--- config.mk ---
export PLATFORM = sky130hd
export DESIGN_NAME = matrix_negate_seq
export DESIGN_NICKNAME = d
export VERILOG_FILES = /design/src/rtl/matrix_negate_seq.sv
export SDC_FILE = /design/constraint.sdc
export NUM_CORES = 1
export LEC_CHECK = 0
export CORE_ASPECT_RATIO = 0.9
export CORE_MARGIN = 2
export CORE_UTILIZATION = 45
export CTS_CLUSTER_SIZE = 12
export DETAILED_ROUTE_END_ITERATION = 8
export PLACE_DENSITY_LB_ADDON = 0.3
export RECOVER_POWER = 100
export SYNTH_ARGS = -nofsm -noshare
export SYNTH_HDL_FRONTEND = slang
export SYNTH_SLANG_ARGS = --single-unit
--- constraint.sdc ---
create_clock -name clk -period 6.52 [get_ports clk]
set_input_delay 1.304 -clock clk [delete_from_list [all_inputs] [get_ports clk]]
set_output_delay 1.304 -clock clk [all_outputs]
set_load 0.005 [all_outputs]
--- src/rtl/matrix_negate_seq.sv ---
// Sequential saturating negate of an NxN signed 8-bit matrix, one element per clock.
// Start latches the operand; done pulses once when the whole negated matrix is assembled.
module matrix_negate_seq #(
  parameter int N = 5
) (
  input  logic             clk,
  input  logic             rst,
  input  logic             start,
  input  logic [8*N*N-1:0] matrix_a,
  output logic [8*N*N-1:0] result,
  output logic             busy,
  output logic             done,
  output logic             overflow
);

  localparam int unsigned E  = N * N;
  localparam int unsigned IW = (E > 1) ? $clog2(E) : 1;

  typedef enum logic [1:0] {
    S_IDLE = 2'd0,
    S_RUN  = 2'd1,
    S_DONE = 2'd2
  } state_t;

  state_t          r_state;
  logic [IW-1:0]   r_idx;
  logic [8*E-1:0]  r_mat;
  logic [8*E-1:0]  r_result;
  logic            r_busy;
  logic            r_done;
  logic            r_ovf;

  logic [7:0]      w_elem;
  logic [7:0]      w_neg;
  logic            w_ovf;

  // Saturating negate of the element currently addressed by r_idx.
  assign w_elem = r_mat[{r_idx, 3'b000} +: 8];
  assign w_ovf  = (w_elem == 8'h80);
  assign w_neg  = w_ovf ? 8'h7F : (~w_elem + 8'd1);

  always_ff @(posedge clk) begin
    if (rst) begin
      r_state  <= S_IDLE;
      r_idx    <= '0;
      r_mat    <= '0;
      r_result <= '0;
      r_busy   <= 1'b0;
      r_done   <= 1'b0;
      r_ovf    <= 1'b0;
    end else begin
      r_done <= 1'b0;
      case (r_state)
        S_IDLE: begin
          if (start) begin
            r_mat    <= matrix_a;
            r_idx    <= '0;
            r_ovf    <= 1'b0;
            r_result <= '0;
            r_busy   <= 1'b1;
            r_state  <= S_RUN;
          end
        end
        S_RUN: begin
          r_result[{r_idx, 3'b000} +: 8] <= w_neg;
          r_ovf <= r_ovf | w_ovf;
          if (r_idx == IW'(E - 1)) begin
            r_idx   <= '0;
            r_done  <= 1'b1;
            r_state <= S_DONE;
          end else begin
            r_idx <= r_idx + 1'b1;
          end
        end
        S_DONE: begin
          r_busy  <= 1'b0;
          r_state <= S_IDLE;
        end
        default: begin
          r_busy  <= 1'b0;
          r_idx   <= '0;
          r_state <= S_IDLE;
        end
      endcase
    end
  end

  assign result   = r_result;
  assign busy     = r_busy;
  assign done     = r_done;
  assign overflow = r_ovf;

endmodule

# [Word-level counts from Yosys, hierarchy flattened]
# Cells that the tools add are included.
# W data, S select, Z words.
[op_classes] bitwise_logic=4 shift=3 order_cmp=0 mux=15 mul=0 reduce_logical=8 div=0 add_sub_neg=3 n_eq_ne=6
[op_table] cell="$pmux W200 S2" n=1
[op_table] cell="$bwmux W200" n=1
[op_table] cell="$mux W200" n=1
[op_table] cell="$shift A8 B10 Y200 const A" n=1
[op_table] cell="$shiftx A200 B9 Y8" n=1
[op_table] cell="$shiftx A8 B10 Y200" n=1
[op_table] cell="$pmux W5 S3" n=1
[op_table] cell="$mux W5" n=2
[op_table] cell="$neg A8 Y10" n=1
[op_table] cell="$reduce_and A2 Y1" n=5
[op_table] cell="$add A8 B1 Y8 const B" n=1
[op_table] cell="$eq A8 B8 Y1 const B" n=1
[op_table] cell="$mux W8" n=1
[op_table] cell="$not A8 Y8" n=1
[op_table] cell="$add A5 B1 Y5 const B" n=1
[op_table] cell="$eq A5 B5 Y1 const B" n=1
[op_table] cell="$mux W2" n=2
[op_table] cell="$ne A2 B2 Y1 const B" n=2
[op_table] cell="$pmux W1 S2" n=2
[op_table] cell="$pmux W2 S2" n=1
[op_table] cell="$mux W1" n=3
[op_table] cell="$eq A2 B1 Y1 const B" n=1
[op_table] cell="$eq A2 B2 Y1 const B" n=1
[op_table] cell="$logic_not A2 Y1" n=1
[op_table] cell="other kinds (4)" n=5
[totals] memories=0 word_cells=46 romBits=0 reg_bits=410 in_bits=203 output_inout_bits=203 ramBits=0 latchBits=0

# [Depth between registers and ports, before layout]
[logic_depth] depth_word=7 ltp_mapped=15 ltp_nobuf=10

# [Worst setup path before layout]
# No wires, ideal clock.
[synth_timing] path_kind="register -> register" from="register r_idx[1]" to="register r_result[118] (netlist: result[118])" path_stages_with_launch=14 path_slack_ns=3.351 required_ns=6.392 setup_ns=0.128 period_less_slack_ns=3.169 n_path_buf=3 arrival_time_ns=3.041 path_cell_list="dfxtp_1 buf_6 buf_6 mux4_2 a22oi_1 nand2_1 a21boi_0 ha_1 o21a_2 nand3_2 o31a_1 buf_2 a22oi_1 nor2_1"
[synth_between] elab_chain_cells=7 word_cells_on_any_way=10 cone_classes="2 x add/sub; 1 x eq/ne; 3 x shift; 3 x mux; 1 x bitwise"
[synth_lines] item="from (decl)" line="26" source="logic [IW-1:0] r_idx;"
[synth_lines] item="from (signal assigned)" line="72" source="r_idx <= r_idx + 1'b1;"
[synth_lines] item="$shiftx A200 B9 Y8" line="38" source="assign w_elem = r_mat[{r_idx, 3'b000} +: 8];"
[synth_lines] item="$not A8 Y8" line="40" source="assign w_neg = w_ovf ? 8'h7F : (~w_elem + 8'd1);"
[synth_lines] item="$add A8 B1 Y8" line="40"
[synth_lines] item="$mux W8" line="40"
[synth_lines] item="$shiftx A8 B10 Y200" line="65" source="r_result[{r_idx, 3'b000} +: 8] <= w_neg;"
[synth_lines] item="$bwmux W200 (*)" line="65"
[synth_lines] item="$pmux W200 S2 (*)" line="53" source="case (r_state)"
[synth_lines] item="to (signal, indexed assignment)" line="65"
[synth_lines] item="to (decl)" line="28" source="logic [8*E-1:0] r_result;"
# Every way passes the cells marked *; elsewhere a longest branch is shown, timed or not.
# A chain may end at the register's enable or synchronous reset.

# [Final worst setup path]
[layout_timing] from="register r_idx[0]" to="register r_result[179] (netlist: result[179])"
# Same word-level chain as after synthesis.

==> flow_summary.toml <==
[outcome]
status = "finished, violations left"
failed_checks = "capacitance limit, slew limit"

[synth]
avgSynthCellArea_um2 = 8.74
synth_flop_type = "sky130_fd_sc_hd__dfxtp_1"
synth_top_family_by_area = "compound AO/OA/AOI/OAI gates"
synth.net_count = 2099
syn_area_mm2 = 0.0165
synth_xor_xnor_area_share_pct = 0.159
post_synth_fa_ha_maj_area_fraction_pct = 0.454
synth_edf_count = 0
simple_logic_cell_fraction_of_the_synthesized_area_pct = 18.9
ys_top_cells_by_area = "sky130_fd_sc_hd__dfxtp_1 (50%), sky130_fd_sc_hd__nand2_1 (11%), sky130_fd_sc_hd__a21oi_1 (8.3%)"
async_flop_share_pct = 0
warnings_from_yosys = 0
portion_of_netlist_area_occupied_by_mux_cells_pct = 6.65
biggest_area_consumer_among_synthesized_cells = "sky130_fd_sc_hd__dfxtp_1"
ys_types = 66
synth.top_cell.area_share_pct = 49.7
synth_area_in_compound_gates_pct = 19.9
seq_area_frac_synth_pct = 49.7
number_of_instances_in_the_synthesized_netlist = 1890
synth-seq-cells = 410

[setup_path]
timing.critical_path.arrival_ns = 5.73
critPathCaptureType = "register"
critical_path_start_type = "register"
path_class = "reg2reg"
critical_path.max_fanout = 27
cp.required_ns = 6.99

[clock_tree]
path_clk_slew_ns = 0.06
clk_root_buffer_cell = "sky130_fd_sc_hd__clkbuf_16"
cts.path.max_buffers = 3
cts.repair.resized = 0
clock-sinks = 410
cts.htree.levels = 2
tritoncts = "yes"
postCtsSetupBuffers = 0
clock_insertion_delay_worst_skew_ns = 0.55
cts_made_buffers = 43
cts-hold-fix-buffers = 0

[timing]
tns_ns = 0
fin_worst_hold_slack_ns = 0.450
finalSetupViolCount = 0
finalMaxSlewViolations = 515
hold_viol = 0
tightest_slew_ns = 2.85
layout_min_cycle_time_ns = 5.25
final.setup_skew_ns = 0.0202
layout_worst_path_cycle_share_pct = 80.5
setup_repair_after_global_routing_missed_its_margin = "false"
timing.max_slew.rel_slack_pct = -89.7
clock.fmax_mhz = 190

[pwr]
p_leak_nw = 8.51
pwr_density_cell_mw_per_mm2 = 259
ir_drop_mv = 0.158

[floorplan]
core_region_area_mm2 = 0.0362
die_h_um = 186
design.portCount = 406
core.rowCount = 66
die-area_mm2 = 0.0383
die_w_um = 206
initial_core_util_pct = 45.7

[finish]
number_of_standard_cells_in_the_layout_taps_in_and_fillers_out = 2708
areaGrowthSynthToFinish_pct = 32.8
n_fill_cell = 3096
fin_nets = 2416
final_standard_cell_utilization_of_the_core_pct = 60.7
n_antenna_cell = 0
final_layout_size_suffix_gt1_share_pct = 5.42
design_area_mm2 = 0.0219

[route]
remaining_drc_errors = 0
via_per_inst = 5.70
total_vias_in_the_final_route = 15440
wl_per_cell_um = 20.7
routed.top_layer = "met5"
met3RoutedLength_mm = 4.31
detailedRoute.firstIterationViolations = 1331
detail_route.wirelength.met1_mm = 24.3
route.met2.wl_mm = 26.1
drt_first_pass_iters = 5
drtAntennaViolNets = 0
detail_route.wirelength_mm = 56.2

[placed_design]
port_buffers = 405
postPlaceCellArea_mm2 = 0.0207
hpwl_mm = 39.5
gp_congestion = 0.843
dp_cells = 2638

[grt]
grt_start_max_net_pins = 274
globalRouteOverflowTotal = 0
first_global_vias = 14856
grtUsageTotal_pct = 28.5
first_pass_grt_wire_length_mm = 84.6
antenna_violations_before_repair = 2

[worst_hold_path]
timing.hold.worst.class = "reg2reg"

[run]
max_cap_violations = 10
==> state kept, by name (all words and copies together), names as in the netlist <==
signal / count
result: 200
r_state: 2
busy: 1
overflow: 1
done: 1
r_idx: 5
r_mat: 200
==> critical path, stage by stage, from the launching register on <==
cell and delay (ns):
sky130_fd_sc_hd__dfxtp_1 0.78, sky130_fd_sc_hd__buf_4 0.50, sky130_fd_sc_hd__nor2b_1 0.75, sky130_fd_sc_hd__a22oi_1 0.33, sky130_fd_sc_hd__a21oi_1 0.22, sky130_fd_sc_hd__a211o_1 0.25
sky130_fd_sc_hd__nand3_1 0.26, sky130_fd_sc_hd__o22ai_1 1.72, sky130_fd_sc_hd__a22o_1 0.36
==> power breakdown <==
group / internal (mW) / switching [mW] / leakage, nW
sequential: 2.59 / 0.0531 / 3.34
combinational: 0.247 / 0.435 / 4.52
clock: 1.39 / 0.964 / 0.647
==> stage by stage <==
| step | worst slack, ns | total power [mW] |
|---|---|---|
| floorplan | 3.35 | 3.08 |
| global placement | 2.12 | 3.37 |
| detailed placement | 2.06 | 3.38 |
| CTS | 2.05 | 5.70 |
| global route | 0.913 | 5.87 |
| finish | 1.27 | 5.68 |
==> cells in the mapped netlist (3+ instances only) <==
cell,n
sky130_fd_sc_hd__a211o_1,4
sky130_fd_sc_hd__a211oi_1,4
sky130_fd_sc_hd__a21o_1,4
sky130_fd_sc_hd__a21oi_1,274
sky130_fd_sc_hd__a22o_1,78
sky130_fd_sc_hd__a22oi_1,71
sky130_fd_sc_hd__a32o_1,19
sky130_fd_sc_hd__a32oi_1,10
sky130_fd_sc_hd__and2_1,24
sky130_fd_sc_hd__and3_1,20
sky130_fd_sc_hd__buf_1,7
sky130_fd_sc_hd__buf_2,26
sky130_fd_sc_hd__buf_4,5
sky130_fd_sc_hd__buf_6,10
sky130_fd_sc_hd__clkbuf_1,100
sky130_fd_sc_hd__dfxtp_1,410
sky130_fd_sc_hd__ha_1,6
sky130_fd_sc_hd__inv_1,8
sky130_fd_sc_hd__mux2_2,8
sky130_fd_sc_hd__mux2i_1,40
sky130_fd_sc_hd__mux4_2,27
sky130_fd_sc_hd__nand2_1,474
sky130_fd_sc_hd__nand2b_1,3
sky130_fd_sc_hd__nand3_1,54
sky130_fd_sc_hd__nand4_1,8
sky130_fd_sc_hd__nor2_1,105
sky130_fd_sc_hd__nor2b_1,8
sky130_fd_sc_hd__nor3_1,23
sky130_fd_sc_hd__o21ai_0,6
sky130_fd_sc_hd__o32ai_1,3
sky130_fd_sc_hd__o41ai_1,3
sky130_fd_sc_hd__or3_1,4
==> area by class of cell <==
type                            instances  area [um^2]  area share, %
Multi-Input combinational cell       1323         7610           34.7
Clock buffer                           64         1250           5.68
Timing Repair Buffer                  420         4170           19.0
Inverter                                9         33.8          0.154
Sequential cell                       410         8210           37.4
Tap cell                              476          596           2.71
Clock inverter                          6         82.6          0.376
==> kinds of logic after synthesis <==
logic type | Yosys count
AND/OR/NAND/NOR | 738
XOR/XNOR | 3
multiplexers | 75
flip-flops | 410
adder cells (fa/ha/maj) | 6
AO/OA/AOI/OAI | 501
buffers and inverters | 157
==> placed cells by master (no fill, tap or decap), types with 4 or more instances in the layout <==
cell,instances
sky130_fd_sc_hd__and2_0,14
sky130_fd_sc_hd__dfxtp_1,408
sky130_fd_sc_hd__or3_1,4
sky130_fd_sc_hd__mux4_2,27
sky130_fd_sc_hd__a211oi_1,4
sky130_fd_sc_hd__a21oi_1,274
sky130_fd_sc_hd__nor3_1,23
sky130_fd_sc_hd__clkbuf_16,45
sky130_fd_sc_hd__and2_1,10
sky130_fd_sc_hd__nor2b_1,8
sky130_fd_sc_hd__ha_1,6
sky130_fd_sc_hd__a22o_1,78
sky130_fd_sc_hd__mux2_2,8
sky130_fd_sc_hd__buf_4,7
sky130_fd_sc_hd__nor2_1,105
sky130_fd_sc_hd__clkbuf_1,18
sky130_fd_sc_hd__a32oi_1,10
sky130_fd_sc_hd__clkdlybuf4s50_1,201
sky130_fd_sc_hd__inv_1,8
sky130_fd_sc_hd__a32o_1,19
sky130_fd_sc_hd__clkbuf_8,5
sky130_fd_sc_hd__o21ai_0,7
sky130_fd_sc_hd__mux2i_1,40
sky130_fd_sc_hd__a211o_1,4
sky130_fd_sc_hd__and3_1,19
sky130_fd_sc_hd__nand4_1,8
sky130_fd_sc_hd__dlygate4sd3_1,203
sky130_fd_sc_hd__nand2_1,474
sky130_fd_sc_hd__a22oi_1,71
sky130_fd_sc_hd__a21o_1,4
sky130_fd_sc_hd__nand3_1,54
==> metal layers <==
metal / vias up / track usage, %
met5: - / 0
met4: 4 / 8.31
met3: 100 / 5.15
met2: 630 / 45.4
met1: 7447 / 39.5
li1: 7259 / -
==> final timing paths <==
check / end / cells past startpoint / startpoint / slack [ns]
worst min-delay path: r_mat[62] / 2 / r_mat[62] / 0.45
worst max register to register: result[179] / 8 / r_idx[0] / 1.27
worst max-delay path: result[179] / 8 / r_idx[0] / 1.27
worst min register to register: r_mat[62] / 2 / r_mat[62] / 0.45
No activity file was read; power rests on OpenSTA's default activity.
